$ cat src/rtl/wpg_pkg.sv
// Shared constants, state encoding and binomial table for the weight pattern generator.
package wpg_pkg;

  localparam int WIDTH = 8;
  localparam int WGT_W = 4;
  localparam int IDX_W = 7;

  // Largest legal weight; anything above it is rejected at start.
  localparam logic [WGT_W-1:0] MAX_WGT = 4'd8;

  typedef enum logic [1:0] {
    IDLE = 2'd0,
    SCAN = 2'd1,
    HOLD = 2'd2,
    DONE = 2'd3
  } state_t;

  // Number of 8-bit patterns holding exactly k ones, C(8,k).
  localparam logic [IDX_W-1:0] BINOM [0:8] = '{
    7'd1, 7'd8, 7'd28, 7'd56, 7'd70, 7'd56, 7'd28, 7'd8, 7'd1
  };

  // Ordinal of the final pattern for weight k (weights above 8 never reach here).
  function automatic logic [IDX_W-1:0] last_index(input logic [WGT_W-1:0] k);
    logic [IDX_W-1:0] n;
    case (k)
      4'd0:    n = BINOM[0];
      4'd1:    n = BINOM[1];
      4'd2:    n = BINOM[2];
      4'd3:    n = BINOM[3];
      4'd4:    n = BINOM[4];
      4'd5:    n = BINOM[5];
      4'd6:    n = BINOM[6];
      4'd7:    n = BINOM[7];
      default: n = BINOM[8];
    endcase
    return n - 7'd1;
  endfunction

endpackage

$ cat src/rtl/weight_pattern_gen_if.sv
// Control and pattern stream bundle of the weight pattern generator.
// Handshake: a pattern transfers on a rising clock edge where valid && ready;
// once valid is high, pattern/index/last hold steady and valid stays high
// until that transfer happens. ready has no effect while valid is low.
interface weight_pattern_gen_if;
  import wpg_pkg::*;

  logic             start;
  logic [WGT_W-1:0] weight;
  logic             ready;
  logic [WIDTH-1:0] pattern;
  logic             valid;
  logic             last;
  logic [IDX_W-1:0] index;
  logic             busy;
  logic             done;
  logic             err;

  // Generator side.
  modport master (
    input  start, weight, ready,
    output pattern, valid, last, index, busy, done, err
  );

  // Requester / consumer side.
  modport slave (
    output start, weight, ready,
    input  pattern, valid, last, index, busy, done, err
  );

endinterface

$ cat src/rtl/popcount8.sv
// Combinational count of ones in an 8-bit word (unregistered balancer datapath).
module popcount8 (
  input  logic [7:0] i_data,
  output logic [3:0] o_count
);

  // Sum the eight bits.
  always_comb begin
    o_count = 4'd0;
    for (int i = 0; i < 8; i++) begin
      o_count = o_count + {3'b000, i_data[i]};
    end
  end

endmodule

$ cat src/rtl/weight_pattern_gen.sv
// Emits every 8-bit pattern with exactly k ones, ascending, over a valid/ready stream.
// Candidates 0..255 are walked one per SCAN cycle; a run ends when the pattern
// ordinal reaches C(8,k)-1, so the candidate counter never has to wrap.
module weight_pattern_gen
  import wpg_pkg::*;
(
  input  logic                  clk,
  input  logic                  reset,
  weight_pattern_gen_if.master  bus,
  output state_t                o_dbg_state
);

  state_t           r_state;
  logic [WGT_W-1:0] r_w;
  logic [WIDTH-1:0] r_cand;
  logic             r_prime;
  logic [WIDTH-1:0] r_pattern;
  logic             r_valid;
  logic             r_last;
  logic [IDX_W-1:0] r_idx;
  logic             r_busy;
  logic             r_done;
  logic             r_err;
  logic [WGT_W-1:0] w_cnt;
  logic             w_hit;

  popcount8 u_popcount (
    .i_data  (r_cand),
    .o_count (w_cnt)
  );

  assign w_hit = (w_cnt == r_w);

  // Control FSM; every output is a register updated here.
  // The first SCAN cycle after a start is a priming cycle that neither tests
  // nor advances the candidate, so candidate c is tested at start edge + 2 + c.
  always_ff @(posedge clk or negedge reset) begin
    if (!reset) begin
      r_state   <= IDLE;
      r_w       <= '0;
      r_cand    <= '0;
      r_prime   <= 1'b0;
      r_pattern <= '0;
      r_valid   <= 1'b0;
      r_last    <= 1'b0;
      r_idx     <= '0;
      r_busy    <= 1'b0;
      r_done    <= 1'b0;
      r_err     <= 1'b0;
    end else begin
      r_done <= 1'b0;
      r_err  <= 1'b0;
      case (r_state)
        IDLE: begin
          if (bus.start) begin
            if (bus.weight > MAX_WGT) begin
              r_err <= 1'b1;
            end else begin
              r_w     <= bus.weight;
              r_cand  <= '0;
              r_idx   <= '0;
              r_prime <= 1'b1;
              r_busy  <= 1'b1;
              r_state <= SCAN;
            end
          end
        end
        SCAN: begin
          if (r_prime) begin
            r_prime <= 1'b0;
          end else begin
            r_cand <= r_cand + 8'd1;
            if (w_hit) begin
              r_pattern <= r_cand;
              r_valid   <= 1'b1;
              r_last    <= (r_idx == last_index(r_w));
              r_state   <= HOLD;
            end
          end
        end
        HOLD: begin
          if (bus.ready) begin
            r_valid <= 1'b0;
            if (r_last) begin
              r_done  <= 1'b1;
              r_state <= DONE;
            end else begin
              r_idx   <= r_idx + 7'd1;
              r_state <= SCAN;
            end
          end
        end
        DONE: begin
          r_busy  <= 1'b0;
          r_state <= IDLE;
        end
        default: r_state <= IDLE;
      endcase
    end
  end

  assign bus.pattern  = r_pattern;
  assign bus.valid    = r_valid;
  assign bus.last     = r_last;
  assign bus.index    = r_idx;
  assign bus.busy     = r_busy;
  assign bus.done     = r_done;
  assign bus.err      = r_err;
  assign o_dbg_state  = r_state;

endmodule

$ cat src/flat_wrapper.sv
// flat-port wrapper written by rule: the top's interface ports become plain ports
module weight_pattern_gen_flat import wpg_pkg::*;
  (clk, reset, o_dbg_state, bus_start, bus_weight, bus_ready, bus_pattern, bus_valid, bus_last, bus_index, bus_busy, bus_done, bus_err);
  weight_pattern_gen_if bus_i ();
  input  logic clk;
  input  logic reset;
  output state_t o_dbg_state;
  input wire logic [$bits(bus_i.start)-1:0] bus_start;
  input wire logic [$bits(bus_i.weight)-1:0] bus_weight;
  input wire logic [$bits(bus_i.ready)-1:0] bus_ready;
  output wire logic [$bits(bus_i.pattern)-1:0] bus_pattern;
  output wire logic [$bits(bus_i.valid)-1:0] bus_valid;
  output wire logic [$bits(bus_i.last)-1:0] bus_last;
  output wire logic [$bits(bus_i.index)-1:0] bus_index;
  output wire logic [$bits(bus_i.busy)-1:0] bus_busy;
  output wire logic [$bits(bus_i.done)-1:0] bus_done;
  output wire logic [$bits(bus_i.err)-1:0] bus_err;
  assign bus_i.start = bus_start;
  assign bus_i.weight = bus_weight;
  assign bus_i.ready = bus_ready;
  assign bus_pattern = bus_i.pattern;
  assign bus_valid = bus_i.valid;
  assign bus_last = bus_i.last;
  assign bus_index = bus_i.index;
  assign bus_busy = bus_i.busy;
  assign bus_done = bus_i.done;
  assign bus_err = bus_i.err;
  weight_pattern_gen u_core (.clk(clk), .reset(reset), .bus(bus_i), .o_dbg_state(o_dbg_state));
endmodule
$ cat config.mk
export PLATFORM = sky130hd
export DESIGN_NAME = weight_pattern_gen_flat
export DESIGN_NICKNAME = d
export VERILOG_FILES = /design/src/rtl/wpg_pkg.sv /design/src/rtl/weight_pattern_gen_if.sv /design/src/rtl/popcount8.sv /design/src/rtl/weight_pattern_gen.sv /design/src/flat_wrapper.sv
export SDC_FILE = /design/constraint.sdc
export NUM_CORES = 1
export LEC_CHECK = 0
export ABC_AREA = 0
export BUFFER_PORTS_ARGS = -buffer_cell sky130_fd_sc_hd__buf_2
export CORE_UTILIZATION = 38
export DETAILED_ROUTE_END_ITERATION = 7
export SLEW_MARGIN = 20
export SYNTH_ARGS = -nofsm -noshare
export SYNTH_HDL_FRONTEND = slang
export SYNTH_HIERARCHICAL = 1
export SYNTH_SLANG_ARGS = --single-unit
$ cat constraint.sdc
create_clock -name clk -period 7.88 [get_ports clk]
set_clock_uncertainty 0.2 [all_clocks]
set_input_delay 0.788 -clock clk [delete_from_list [all_inputs] [get_ports clk]]
set_output_delay 0.788 -clock clk [all_outputs]
set_load 0.1 [all_outputs]
Word level (Yosys, flattened, before mapping)
Memories as Yosys holds them, arrays and structs flattened. Index checks and enable logic that the tools add are counted.

$add $sub $neg: 10. $lt $le $gt $ge: 1. Equal/unequal tests: 11. Muxes and demuxes: 34. Bitwise gates (word level): 2. Reductions and logical operators: 13.

Operator list (number): 7-bit 2-to-1 mux (8); 8-bit 2-to-1 mux (3); 4-bit by 1-bit adder with 4-bit output (4); 8-bit case mux with 2 select lines (1); 7-bit case mux with 2 select lines (1); 2-bit 2-to-1 mux (6); 3-bit AND reduction (4); 1-bit 2-to-1 mux (11); 2-bit != test, second input constant (5); 5-bit AND reduction (2); 8-bit by 1-bit adder with 8-bit output, second input constant (1); 2-bit case mux with 4 select lines (1); 4-bit AND reduction (2); 2-bit nonzero test (4); 7-bit by 1-bit adder with 7-bit output, second input constant (1); 7-bit equality test (1); 7-bit by 1-bit subtractor with 7-bit output, second input constant (1); 1-bit case mux with 2 select lines (3); 3-bit by 1-bit adder with 4-bit output (1); 2-bit equality test, second input constant (2); 4-bit equality test (1); 4-bit greater-than comparator, second input constant (1); 2-bit by 1-bit adder with 3-bit output (1); 1-bit by 1-bit adder with 2-bit output (1); other kinds (4) (5).

Register bits after elaboration: 35. Memory bits (read-only): 56. Input bits: 8. Output and inout port bits: 22. Word-level logic and storage cells: 83. Memories: 1.

Memories: (name not given) (words 8, width 7, rd ports 1, clocked after Yosys merged registers in 0, write ports 0, RTL line wpg_pkg.sv:26) `case (k)`.

Logic depth before layout (Yosys ltp)
Gate-level depths: netlist of run 1.

Depth after elaboration: 13. Depth in mapped cells: 14. Mapped depth without buffers: 13.

By module
The synthesis of run 1 kept the hierarchy.

Modules (own cells, without submodules): weight_pattern_gen (times used 1, cells an instance 191, area an instance 2068.2 sq um, sequential area each 875.8 sq um); popcount8 (times used 1, cells an instance 18, area an instance 167.7 sq um, sequential area each 0.0 sq um).

Worst setup path after synthesis of run 1
Ideal clock, no wire load.

Path kind: register to register. Start point: register u_core.r_cand[3]. End point: register u_core.r_pattern[1] (netlist: u_core/bus.pattern[1]). Library setup time: 0.126 ns. Arrival time: 3.140 ns. Required time: 7.554 ns. Setup slack: 4.414 ns. Stages on the path, launching flop included: 14. Path buffers: 1. Clock period less this slack: 3.466 ns. Cells stage by stage: dfrtp_1 -> fa_1 -> inv_1 -> fa_1 -> inv_1 -> ha_1 -> inv_1 -> fa_1 -> xnor2_1 -> xnor2_1 -> nand4_1 -> or2_1 -> buf_2 -> mux2_2.

Longest elaborated chain between the ends: 7.

Ends and longest elaborated chain: start: declaration (RTL line weight_pattern_gen.sv:15) `logic [WIDTH-1:0] r_cand;`; start signal: assignment (RTL line weight_pattern_gen.sv:72) `r_cand <= r_cand + 8'd1;`; 3-bit by 1-bit adder with 4-bit output (RTL line popcount8.sv:11) `o_count = o_count + {3'b000, i_data[i]};`; 4-bit by 1-bit adder with 4-bit output (4 in a row) (RTL line popcount8.sv:11); named net u_core.w_cnt[2] (RTL line weight_pattern_gen.sv:24) `logic [WGT_W-1:0] w_cnt;`; 4-bit equality test (RTL line weight_pattern_gen.sv:32) `assign w_hit = (w_cnt == r_w);`; 3-bit AND reduction (no source line); end signal: assignment (RTL line weight_pattern_gen.sv:74) `r_pattern <= r_cand;`; end: declaration (RTL line weight_pattern_gen.sv:17) `logic [WIDTH-1:0] r_pattern;`.

The timed path passes the listed nets, and every way through them passes these cells. A chain may end at the register's enable or synchronous reset.

Worst setup path after layout of run 1
Start point: register u_core.r_cand[3]. End point: register u_core.r_last (netlist: u_core/bus.last).

Longest elaborated chain between the ends: 7.

Ends and longest elaborated chain: 3-bit by 1-bit adder with 4-bit output (RTL line popcount8.sv:11); 4-bit by 1-bit adder with 4-bit output (4 in a row) (RTL line popcount8.sv:11); named net u_core.w_cnt[2] (RTL line weight_pattern_gen.sv:24); 4-bit equality test (RTL line weight_pattern_gen.sv:32); 3-bit AND reduction (no source line); end signal: assignment (RTL line weight_pattern_gen.sv:76) `r_last <= (r_idx == last_index(r_w));`; end: declaration (RTL line weight_pattern_gen.sv:19) `logic r_last;`.

The timed path passes the listed nets, and every way through them passes these cells.

==> impl_metrics.py, run 1 <==
metrics = {
    "sta": {
        "drv_slew": 0,
        "setup_viol": 0,
        "finalHoldViolations": 0,
        "fin_setup_tns_ns": 0,
        "rsz0062_at_grt": "false",
        "finalCritPeriodShare_pct": 48.7,
        "worstMarginPinSlew_ns": 0.790,
        "worst_slack_ns": 4.04,
        "fin_crit_ns": 3.84,
        "maxSlewHeadroom_pct": 47.3,
        "max_freq_ghz": 0.261,
    },
    "clocking": {
        "cts_setup_buffers": 0,
        "post_cts_resized": 0,
        "path_clk_slew_ns": 0.08,
        "cts_tree": "yes",
        "clock_path_buffers": 2,
        "cts_made_buffers": 5,
        "insertion_delay_ns": 0.29,
        "htree_levels": 2,
        "cts_root_buf": "clkbuf_8",
        "cts_hold_buffers": 0,
        "cts_sinks": 35,
    },
    "floorplanning": {
        "die_height_microns": 78.7,
        "die_w_microns": 78.7,
        "initial_core_util_pct": 40.1,
        "rows": 27,
        "coreArea_sq_um": 5570,
        "io_pins": 30,
        "die-area_sq_um": 6190,
    },
    "grt": {
        "gr-usage-met1_pct": 21.9,
        "globalRouteMet3Util_pct": 3.33,
        "met2_usage_pct": 23.4,
        "gr-usage-all-layers_pct": 15.6,
        "grt_max_degree": 36,
        "grt_antenna_before_repair": 0,
        "grt_overflow": 0,
        "globalRoute.busiestLayer": "met2",
        "grt_pass1_wl_mm": 7.38,
        "grt_pass1_vias": 1482,
    },
    "setup_path": {
        "cp_cell_sequence": "fa_1 -> inv_1 -> fa_1 -> inv_1 -> ha_1 -> inv_1 -> fa_1 -> xnor2_1 -> xnor2_1 -> nand4_1 -> or2_1 -> nand4b_1 -> o31ai_1",
        "end_kind": "flop",
        "cp_max_fo": 12,
        "crit_type": "flop to flop",
        "r2r_cells": 13,
        "rr_startpoint": "u_core/r_cand[3]",
        "critPathTopFamily": "adder cells",
        "path_buf_inv": 3,
        "r2r_slack_ns": 4.04,
        "slowest_stage": "fa_1",
        "critPathMaxStageDelay_ns": 0.55,
        "cp_data_arrival_time_ns": 3.83,
        "rr_endpoint": "u_core/bus.last",
        "start_kind": "flop",
        "required_ns": 7.87,
    },
    "pwr": {
        "peakVddDrop_mv": 0.229,
        "power_uw": 1070,
        "power.density_nw_per_um2": 421,
        "leakage_uw": 0.00117,
    },
    "synthesis": {
        "ys_top_cells_by_area": "dfrtp_1 39%, xnor2_1 7.8%, ha_1 6.2%",
        "async_reset_ff_share_pct": 100,
        "yosys_warnings": 6,
        "synthTopCellsByCount": "35 x dfrtp_1, 20 x xnor2_1, 17 x nor2_1, 13 x inv_1, 11 x ha_1",
        "yosysMostFrequentCell": "dfrtp_1",
        "ys_ff_latch": 35,
        "avgSynthCellArea_sq_um": 10.7,
        "yosysTopAreaCell": "dfrtp_1",
        "synth_area_sq_um": 2240,
        "synth_top_area_share_pct": 39.2,
        "yosysSeqAreaShare_pct": 39.2,
        "netlist-cell-type-count": 47,
        "synth_edf_count": 0,
        "synthFlopType": "dfrtp_1",
        "synth_cells": 209,
        "synth_nets": 232,
    },
    "worst_hold_path": {
        "hp-start": "u_core/bus.busy",
        "hp-class": "flop to flop",
        "holdPathStages": 1,
        "min_to": "u_core/bus.busy",
    },
    "placement": {
        "dp.cells": 302,
        "dp_hpwl_mm": 3.08,
        "preCtsSetupSlack_ns": 4.05,
        "place_congestion": 0.759,
        "numPortBuffers": 29,
    },
    "cells_and_area": {
        "instances_no_fill": 310,
        "nets": 260,
        "insertedDiodeCount": 0,
        "multi_input_area_sq_um": 1270,
        "regArea_sq_um": 876,
        "area_growth_pct": 13.5,
        "drive_above_1_share_pct": 27.7,
        "fillers": 546,
    },
    "outcome": {
        "outcome": "finished, final reports clean",
    },
    "drt": {
        "totalWireLength_mm": 4.37,
        "drtIter0Drc": 59,
        "wire_per_inst_microns": 14.1,
        "first_pass_iters": 4,
        "viasPerCell": 5.10,
        "ant_nets": 0,
        "drc_errors": 0,
        "num_vias": 1580,
    },
    "flow_run": {
        "cap_violations": 0,
    },
}
[sequential cells by signal, indices dropped and copies added, names as in the netlist, 2 cells and up]
register,flops
u_core/r_w,4
u_core/r_cand,8
u_core/bus.pattern,8
u_core/o_dbg_state,2
u_core/bus.index,7
[cells in the final DEF (no fill, tap or decap), drive strengths merged, types with 2 or more instances in the layout]
| cell type | instances |
|---|---|
| dfrtp | 35 |
| buf | 29 |
| xnor2 | 20 |
| nor2 | 20 |
| inv | 13 |
| ha | 11 |
| o21ai | 10 |
| mux2 | 10 |
| nand2 | 9 |
| a21oi | 8 |
| clkbuf | 7 |
| nand3 | 7 |
| nor2b | 6 |
| nor4b | 6 |
| nor3 | 4 |
| xor2 | 4 |
| fa | 4 |
| nand2b | 3 |
| nand4 | 3 |
| nor4 | 3 |
| o21a | 2 |
| a21o | 2 |
| mux2i | 2 |
| o31ai | 2 |
| and3 | 2 |
| a21boi | 2 |
| nor3b | 2 |
| or2 | 2 |
[cell type report]
class	instances	area share (%)
multi-input combinational	153	50.2
sequential	35	34.5
timing repair buffer	29	5.72
clock buffer	7	3.80
tap	72	3.55
inverter	13	1.92
clock inverter	1	0.296
[worst max-delay path by stage]
stage,depth (start not counted),slack (ns),from,to
global placement,13,4.18,u_core/r_cand[3],u_core/bus.last
CTS,13,4.03,u_core/r_cand[3],u_core/bus.last
global route,13,3.79,u_core/r_cand[3],u_core/bus.last
floorplan,13,4.41,u_core/r_cand[3],u_core/bus.pattern[1]
finish,13,4.04,u_core/r_cand[3],u_core/bus.last
detailed placement,13,4.05,u_core/r_cand[3],u_core/bus.last
[where the power goes]
| group | internal (uW) | total [uW] | switching, uW |
|---|---|---|---|
| registers | 228 | 320 | 92.1 |
| logic | 197 | 602 | 405 |
| clock network | 79.5 | 146 | 66.8 |
| total | 504 | 1070 | 564 |
[cells by family (layout without fill, tap and decap cells)]
| kind of cell | after synthesis | count (layout) | share of synthesized area [%] |
|---|---|---|---|
| adders and majority gates | 15 | 15 | 9.74 |
| DFF | 35 | 35 | 39.2 |
| and+or+nand+nor | 70 | 70 | 21.1 |
| AOI/OAI and AO/OA | 32 | 32 | 10.8 |
| muxes | 12 | 12 | 5.93 |
| buffers and inverters | 21 | 50 | 3.86 |
| xor gates and xnor gates | 24 | 24 | 9.40 |
[worst reg2reg max path, delay by kind of cell (launching register included)]
family                     cells  cell delay (ns)
AOI/OAI and AO/OA              1             0.20
xor gates and xnor gates       2             0.33
adders and majority gates      4             1.52
buffers and inverters          3             0.18
DFF                            1             0.46
and+or+nand+nor                3             0.86
[per-layer routing]
metal	part of all wire, %	up-vias
li1	-	778
met3	3.2	7
met4	1.5	0
met1	52	766
met5	0	-
met2	43	29
[per-stage QoR]
stage               area [sq um]  hold WS (ns)  utilization [%]
global route                2540         0.314             45.5
CTS                         2540         0.291             45.5
detailed placement          2430         0.265             43.7
floorplan                   2240         0.292                -
finish                      2540         0.282             45.5
global placement            2430         0.260             43.7
Note: power is estimated with default switching activity, not from simulation.
==> run 2, diff against run 1 <==
- clock period: 7.88 -> 3.1 ns (I/O delays scaled with it)
==> run 2 against run 1 <==
The flow now finishes with violations (setup timing). Worst hold slack worse by 0.22 ns. Global-route usage up 0.67 points. Clock power grew to 3.4 times the previous value. Clock-buffer cell count decreased by 2. Combinational power grew to 2.8 times the previous value. Non-clock buffer count increased by 11. Fmax increased by 9.7%. Critical path type unchanged. Largest cell class unchanged. Largest power group unchanged. Highest routed layer unchanged.
==> impl_metrics.py, run 2 (synthesized netlist as in run 1, its figures left out) <==
metrics = {
    "setup_path": {
        "r2r_cells": 13,
        "rr_endpoint": "u_core/bus.pattern[6]",
        "crit_type": "flop to flop",
        "rr_startpoint": "u_core/r_cand[6]",
        "cp-startpoint": "u_core/r_cand[6]",
        "r2r_slack_ns": -0.40,
        "cp_data_arrival_time_ns": 3.47,
        "required_ns": 3.07,
        "start_kind": "flop",
        "end_kind": "flop",
        "cp_max_fo": 7,
    },
    "sta": {
        "worst_slack_ns": -0.399,
        "drv_slew": 0,
        "fin_setup_tns_ns": -4.18,
        "rsz0062_at_grt": "true",
        "finalCritPeriodShare_pct": 113,
        "maxSlewHeadroom_pct": 48.0,
        "max_freq_ghz": 0.286,
        "fin_crit_ns": 3.50,
        "setup_viol": 12,
        "worstMarginPinSlew_ns": 0.780,
        "finalHoldViolations": 0,
    },
    "grt": {
        "gr-usage-met1_pct": 23.4,
        "grt_pass1_vias": 1551,
        "grt_overflow": 0,
        "gr-usage-all-layers_pct": 16.2,
        "grt_antenna_before_repair": 0,
        "grt_max_degree": 36,
        "met2_usage_pct": 24.3,
        "globalRouteMet3Util_pct": 2.64,
        "globalRoute.busiestLayer": "met2",
        "grt_pass1_wl_mm": 7.69,
    },
    "cells_and_area": {
        "drive_above_1_share_pct": 35.3,
        "instances_no_fill": 321,
        "final_cell_mix": "35 x dfrtp_1, 29 x buf_2, 18 x xnor2_1",
        "area_growth_pct": 21.0,
        "nets": 271,
        "final_common_cell": "dfrtp_1",
        "design_area_sq_um": 2710,
        "insertedDiodeCount": 0,
    },
    "floorplanning": {
        "die-area_sq_um": 6190,
        "die_w_microns": 78.7,
        "io_pins": 30,
        "rows": 27,
        "initial_core_util_pct": 40.1,
        "die_height_microns": 78.7,
        "coreArea_sq_um": 5570,
    },
    "clocking": {
        "insertion_delay_ns": 0.29,
        "path_clk_slew_ns": 0.08,
        "clock_path_buffers": 2,
        "cts_root_buf": "clkbuf_8",
        "cts_tree": "yes",
        "cts_sinks": 35,
        "cts_made_buffers": 5,
        "htree_levels": 2,
    },
    "drt": {
        "drc_errors": 0,
        "ant_nets": 0,
        "drtIter0Drc": 43,
        "first_pass_iters": 4,
        "num_vias": 1609,
        "wire_per_inst_microns": 14.2,
        "totalWireLength_mm": 4.57,
        "viasPerCell": 5.01,
    },
    "worst_hold_path": {
        "min_to": "u_core/r_w[1]",
        "hp-start": "bus_weight[1]",
        "holdPathStages": 3,
        "hp-class": "primary input to flop",
    },
    "placement": {
        "dpl_cell_area_sq_um": 2510,
        "numPortBuffers": 29,
        "dp_hpwl_mm": 3.30,
        "place_congestion": 0.772,
        "dp.cells": 311,
    },
    "outcome": {
        "violations": "setup timing",
        "outcome": "finished with violations",
    },
    "pwr": {
        "leakage_uw": 0.00126,
        "power.density_nw_per_um2": 1100,
        "power_switching_uw": 1490,
        "peakVddDrop_mv": 0.636,
        "power_uw": 2990,
        "pwr-share-comb_pct": 57.2,
        "seqPwrFrac_pct": 26.2,
        "p_int_uw": 1500,
        "switching_share_pct": 49.7,
        "p_clk_share_pct": 16.6,
    },
    "flow_run": {
        "cap_violations": 0,
    },
}
[run 2: changes by cell type in the layout (fill, tap and decap cells not counted), moves of 2 or more]
cell / change
buf_4: +7
buf_6: +3
bufinv_16: +2
clkbuf_8: -2
inv_1: -3
inv_2: +3
o21ai_0: -2
xnor2_1: -2
xnor2_2: +2
[run 2: worst max-delay path by stage]
stage | end | slack [ns]
2_1_floorplan | u_core/bus.pattern[1] | -0.34
3_5_place_dp | u_core/bus.pattern[3] | -0.50
6_report | u_core/bus.pattern[6] | -0.40
5_1_grt | u_core/bus.pattern[3] | -0.58
3_3_place_gp | u_core/bus.pattern[0] | -0.40
4_1_cts | u_core/bus.pattern[1] | -0.43
[run 2: final cells by class]
| type | count | area [sq um] |
|---|---|---|
| Fill cell | 529 | 2870 |
| Multi-Input combinational cell | 153 | 1310 |
| Sequential cell | 35 | 876 |
| Timing Repair Buffer | 40 | 241 |
| Tap cell | 72 | 90.1 |
| Clock buffer | 5 | 68.8 |
| Clock inverter | 3 | 67.6 |
| Inverter | 13 | 48.8 |
[run 2: metal layers]
layer | vias to the layer above | wire (microns) | part of all wire [%]
li1 | 796 | - | -
met1 | 779 | 2290 | 50
met2 | 28 | 2040 | 45
met3 | 6 | 160 | 3.5
met4 | 0 | 77 | 1.7
met5 | - | 0 | 0
[run 2: repair_timing]
action                     in CTS  in global routing
setup endpoints to repair      12                 12
hold buffers                    1                  0
cloned                          0                  0
setup buffers                  31                  1
hold endpoints to repair       35                  0
pin swaps                       3                  0
gates resized for setup         4                 10
[run 2: critical path, stage by stage (launching register included)]
cell	delay, ns
dfrtp_1	0.40
fa_1	0.55
inv_2	0.04
fa_1	0.44
inv_1	0.07
ha_2	0.18
inv_2	0.04
fa_2	0.52
inv_2	0.04
xnor2_2	0.11
nand4_1	0.12
or2_4	0.26
buf_6	0.14
mux2_2	0.26
[run 2: stage by stage]
step                      utilization [%]  hold slack [ns]  setup slack, ns
after detailed placement             45.0            0.248           -0.504
after global routing                 48.5           0.0826           -0.576
after floorplan                         -           -0.186           -0.344
after CTS                            47.9           0.0697           -0.428
final                                48.5           0.0672           -0.399
after global placement               45.0            0.241           -0.396
[run 2: power groups by stage]
| stage | Sequential [uW] | Clock, uW | Combinational (uW) |
|---|---|---|---|
| after floorplan | 1180 | 0 | 928 |
| after global placement | 789 | 0 | 1630 |
| after detailed placement | 789 | 0 | 1640 |
| after CTS | 784 | 509 | 1680 |
| after global routing | 813 | 525 | 1860 |
| final | 784 | 495 | 1710 |
